`src/rtl/hex_down_timer.sv`:
```
// hex_down_timer
//   Loadable, cascadable hex down-counter/timer. The count is built from
//   NDIG 4-bit hex digits that decrement through a per-digit borrow chain.
//   A registered one-cycle terminal-count pulse (tc) and a combinational
//   borrow-out (bo) allow several instances to be chained: the bo of a
//   lower-order stage drives the en of the next higher stage.
//
// Ports
//   clk       in   rising-edge clock
//   res       in   synchronous active-high reset
//   start     in   load load_val and begin counting
//   stop      in   abort counting, return to IDLE
//   en        in   count enable / borrow-in from a lower-order stage
//   reload    in   auto-reload select, sampled at terminal count
//   load_val  in   initial / reload count value (4*NDIG bits)
//   q         out  current count, registered
//   busy      out  high while in RUN
//   bo        out  borrow-out, busy & en & (q == 0), combinational
//   tc        out  terminal-count pulse, registered, one cycle wide
module hex_down_timer #(
   parameter int NDIG = 2
) (
   input  logic              clk,
   input  logic              res,
   input  logic              start,
   input  logic              stop,
   input  logic              en,
   input  logic              reload,
   input  logic [4*NDIG-1:0] load_val,
   output logic [4*NDIG-1:0] q,
   output logic              busy,
   output logic              bo,
   output logic              tc
);

   localparam int W = 4 * NDIG;

   typedef enum logic [1:0] {
      IDLE = 2'd0,
      RUN  = 2'd1,
      DONE = 2'd2
   } state_t;

   state_t         state_q, state_d;
   logic [W-1:0]   cnt_q, cnt_d;
   logic           tc_q, tc_d;
   logic [W-1:0]   cnt_dec;
   logic [NDIG-1:0] borrow;
   logic           cnt_zero;

   assign cnt_zero = (cnt_q == '0);

   // Borrow chain: digit i steps down when en is high and every lower digit
   // is zero. A digit at 0 that steps wraps to F, so the result equals a
   // plain binary subtract-by-one across the full width.
   assign borrow[0] = en;

   for (genvar i = 0; i < NDIG; i++) begin : g_digit
      assign cnt_dec[4*i +: 4] = borrow[i] ? (cnt_q[4*i +: 4] - 4'd1)
                                           : cnt_q[4*i +: 4];
      if (i < NDIG - 1) begin : g_chain
         assign borrow[i+1] = borrow[i] & (cnt_q[4*i +: 4] == 4'd0);
      end
   end

   // State register
   always_ff @(posedge clk) begin
      if (res) begin
         state_q <= IDLE;
         cnt_q   <= '0;
         tc_q    <= 1'b0;
      end else begin
         state_q <= state_d;
         cnt_q   <= cnt_d;
         tc_q    <= tc_d;
      end
   end

   // Next-state logic; priority within each state is stop > start > en.
   always_comb begin
      state_d = state_q;
      cnt_d   = cnt_q;
      tc_d    = 1'b0;
      unique case (state_q)
         IDLE: begin
            if (start) begin
               cnt_d   = load_val;
               state_d = RUN;
            end
         end
         RUN: begin
            if (stop) begin
               state_d = IDLE;
            end else if (start) begin
               cnt_d = load_val;
            end else if (en) begin
               if (!cnt_zero) begin
                  cnt_d = cnt_dec;
               end else begin
                  // Terminal count: pulse tc, then reload or finish.
                  tc_d = 1'b1;
                  if (reload) cnt_d   = load_val;
                  else        state_d = DONE;
               end
            end
         end
         DONE: begin
            if (stop) begin
               state_d = IDLE;
            end else if (start) begin
               cnt_d   = load_val;
               state_d = RUN;
            end
         end
         default: begin
            state_d = IDLE;
         end
      endcase
   end

   // Outputs; bo is unregistered so a chained stage sees it in the same cycle.
   always_comb begin
      busy = (state_q == RUN);
      bo   = (state_q == RUN) & en & cnt_zero;
      q    = cnt_q;
      tc   = tc_q;
   end

endmodule

```
`config.mk`:
```
export PLATFORM = sky130hd
export DESIGN_NAME = hex_down_timer
export DESIGN_NICKNAME = d
export VERILOG_FILES = /design/src/rtl/hex_down_timer.sv
export SDC_FILE = /design/constraint.sdc
export NUM_CORES = 1
export LEC_CHECK = 0
export CAP_MARGIN = 20
export CORE_UTILIZATION = 45
export CTS_BUF_LIST = sky130_fd_sc_hd__clkbuf_8
export DETAILED_ROUTE_END_ITERATION = 8
export PLACE_DENSITY = 0.76
export RECOVER_POWER = 100
export SLEW_MARGIN = 40
export SYNTH_ARGS = -nofsm -noshare
export SYNTH_HDL_FRONTEND = slang
export SYNTH_SLANG_ARGS = --single-unit
export TNS_END_PERCENT = 5
```
`constraint.sdc`:
```
create_clock -name clk -period 5 [get_ports clk]
set_clock_uncertainty 0.1 [all_clocks]
set_input_delay 0.75 -clock clk [delete_from_list [all_inputs] [get_ports clk]]
set_output_delay 0.75 -clock clk [all_outputs]
set_load 0.02 [all_outputs]
```
==> impl_results.md <==
* Hold Path Cell Cnt at 2
* Die height at 45.68 µm
* RSZ-0062 raised after global routing: no
* Critical Path Source Type: input pin
* CP required at 5.05 ns
* Synth cell types at 39
* Biggest cell delay along the critical path at 0.92 ns
* Pre-CTS setup slack at 1.926 ns
* Latest clock arrival within the worst-skew pair at 0.24 ns
* Mean Syn Cell Area at 9.330 µm²
* Power share of the clock group at 28.8%
* Final global-route overflow total at 0
* Post-synthesis cell area at 858.3 µm²
* Largest area contributor in the netlist: dfxtp_1
* Worst Path Class, Setup: input pin to register
* I/O pin cnt at 25
* Most common cell in the netlist: dfxtp_1
* Worst setup EP type: register
* Starting Density at 48.65%
* Slowest-stage cell, CP: a21oi_1
* WP buf/inv at 1
* Worst-case clock buffer depth at 2
* Hpwl dp at 1459 µm
* Core footprint at 1764 µm²
* Final Max Slew Viols at 0
* Share of cells above drive strength 1 at 12.82%
* Wire per inst at 13.75 µm
* CTS tree: done
* Vias in the first global route at 707
* Reg2reg end: q[1]
* Slew @ Worst Pin at 1.175 ns
* Starting DRT DRC Count at 18
* Area growth syn-to-layout at 31.78%
* Hold Crit Endpoint: q[5]
* Routed Wire Length at 1952 µm
* Net count after synthesis at 110
* Fmax at 0.3079 GHz
* Antenna violations before repair at 0
* Switching Share at 33.53%
* Largest delay contributor family on the critical path: compound AO/OA/AOI/OAI gates
* Hold path start: q[5]
* Peak VDD IR at 0.1831 mV
* Total global-route track usage at 21.36%
* Post-CTS Setup Repair Bufs at 0
* DRC errors left at 0
* Post-synth EDFFs at 0
* CP cell instances: dlygate4sd3_1 > or3b_1 > a21oi_1 > a221oi_1 > a221oi_2
* Horiz. Die Dim at 45.68 µm
* Switching power at 0.0001021 W
* Asr flop ratio synth at 0%
* Max Cap Violations at 0
* Placer Congestion at 0.7799
* Die Area at 2086 µm²
* Flop pwr share at 34.5%
* Tot Pwr at 0.0003044 W
* TritonCTS Buffers at 3
* # diodes at 0
* PortBufs at 24
* Comb power frac at 36.7%
* Synth Warn # at 0
* Cell Pwr Density at 269.1 nW/µm²
* FF-to-FF setup slack at 2.49 ns
* Clock sinks at 11
* Critical Path AT at 3.30 ns
* Share of the synthesized area in the top cell type at 25.66%
* Cts hold-fix bufs at 0
* Fin crit period at 3.248 ns
* M2 GR Usage at 34.29%
* Post-cts repair resize count at 0
* Top FF cell, synth: dfxtp_1
* Syn Inst Count at 92
* HP Class: register to register
* Fin Setup TNS at 0 ns
* Clk slew on worst S/H paths at 0.05 ns
* Status: finished, final reports clean
* Critical R2R Launch: q[0]
* Critical-path maximum fanout at 12
* H-tree depth at 1
* Post-DRT Antenna Nets at 0
* Via-per-instance ratio at 5.697
* Largest net degree at the start of global routing at 18
* Met3 Usage GRT at 7.937%
* CTS root buf: clkbuf_8
* Synth cell count leaders: dfxtp_1 (11), inv_1 (8), nor2_1 (8)
* Worst Slack Setup Final at 1.752 ns
* TritonRoute pass-1 iters at 4
* Row count at 15
* GR peak layer: met2
* Top cells by area, synth: dfxtp_1 (26%), ha_1 (5.8%), o32ai_2 (5.7%)
* FF-to-FF path depth at 6
* Leak Pwr at 0.4456 nW
* Tcrit/Tclk final at 64.97%
* Hold Violations, Final at 0
* M1 GR Usage at 25.54%
* Worst slew margin at 21.66%
* Final setup viols at 0
* Sequential share of the synthesized area at 25.66%
* Power Internal at 0.0002024 W
* Global-route wire length before repair at 3105 µm
* Nets at 136
* FF+latch count, synth at 11
* DR vias at 809
[sequential cells by signal, indices dropped and copies added (netlist names)]
| register | count |
|---|---|
| state_q | 2 |
| q | 8 |
| tc | 1 |
[stage by stage]
stage	utilization [%]	hold slack, ns	instance area (µm²)	cells
after floorplan	-	0.4708	858.3	92
after global placement	62.34	0.3982	1100	138
after detailed placement	62.34	0.4051	1100	138
after CTS	64.89	0.4160	1145	142
after global routing	64.11	0.4425	1131	142
final	64.11	0.4042	1131	142
[worst max path at each step]
stage	from	end	slack (ns)	cells after the start
after floorplan	q[4]	bo	2.49	5
after global placement	en	bo	1.94	4
after detailed placement	en	bo	1.93	4
after CTS	q[4]	bo	1.90	6
after global routing	start	q[1]	1.62	5
final	start	q[1]	1.75	5
[kinds of logic after synthesis]
kind of cell               share of synthesized area (%)
AOI/OAI and AO/OA                                  32.80
and+or+nand+nor                                    24.05
muxes                                              4.665
DFF                                                25.66
adders and majority gates                          5.831
buffers and inverters                              6.996
[cell usage in the layout (no fill, tap or decap), types with 4 or more instances in the layout]
cell type and count:
clkdlybuf4s50_1 12, dlygate4sd3_1 12, dfxtp_1 11, inv_1 9, nor2_1 8, nand2b_1 5
mux2i_1 4, a221oi_1 4, ha_1 4
[layout make-up]
| cell class | instances | area (µm²) |
|---|---|---|
| Fill cell | 170 | 633.1 |
| Clock inverter | 1 | 3.754 |
| Inverter | 8 | 30.03 |
| Timing Repair Buffer | 24 | 240.2 |
| Sequential cell | 11 | 220.2 |
| Multi-Input combinational cell | 70 | 564.3 |
| Clock buffer | 3 | 41.29 |
| Tap cell | 25 | 31.28 |
[worst min-delay path, cell delays in order, from the launching register on]
cell	delay, ns
dfxtp_1	0.32
o21ai_0	0.07
a21oi_1	0.06
[power groups by stage]
stage | Clock (W) | Combinational [W] | Sequential (W)
4_1_cts | 0.0000903 | 0.000118 | 0.000105
5_1_grt | 0.0000938 | 0.000122 | 0.000106
3_5_place_dp | 0 | 0.000118 | 0.000107
3_3_place_gp | 0 | 0.000116 | 0.000107
6_report | 0.0000878 | 0.000112 | 0.000105
2_1_floorplan | 0 | 0.0000727 | 0.000113
[routing by layer]
| metal | share of wire, % | vias up |
|---|---|---|
| met1 | 47 | 378 |
| li1 | - | 408 |
| met4 | 1.3 | 0 |
| met2 | 47 | 19 |
| met3 | 4.5 | 4 |
| met5 | 0 | - |
Note: power is estimated with default switching activity, not from simulation.
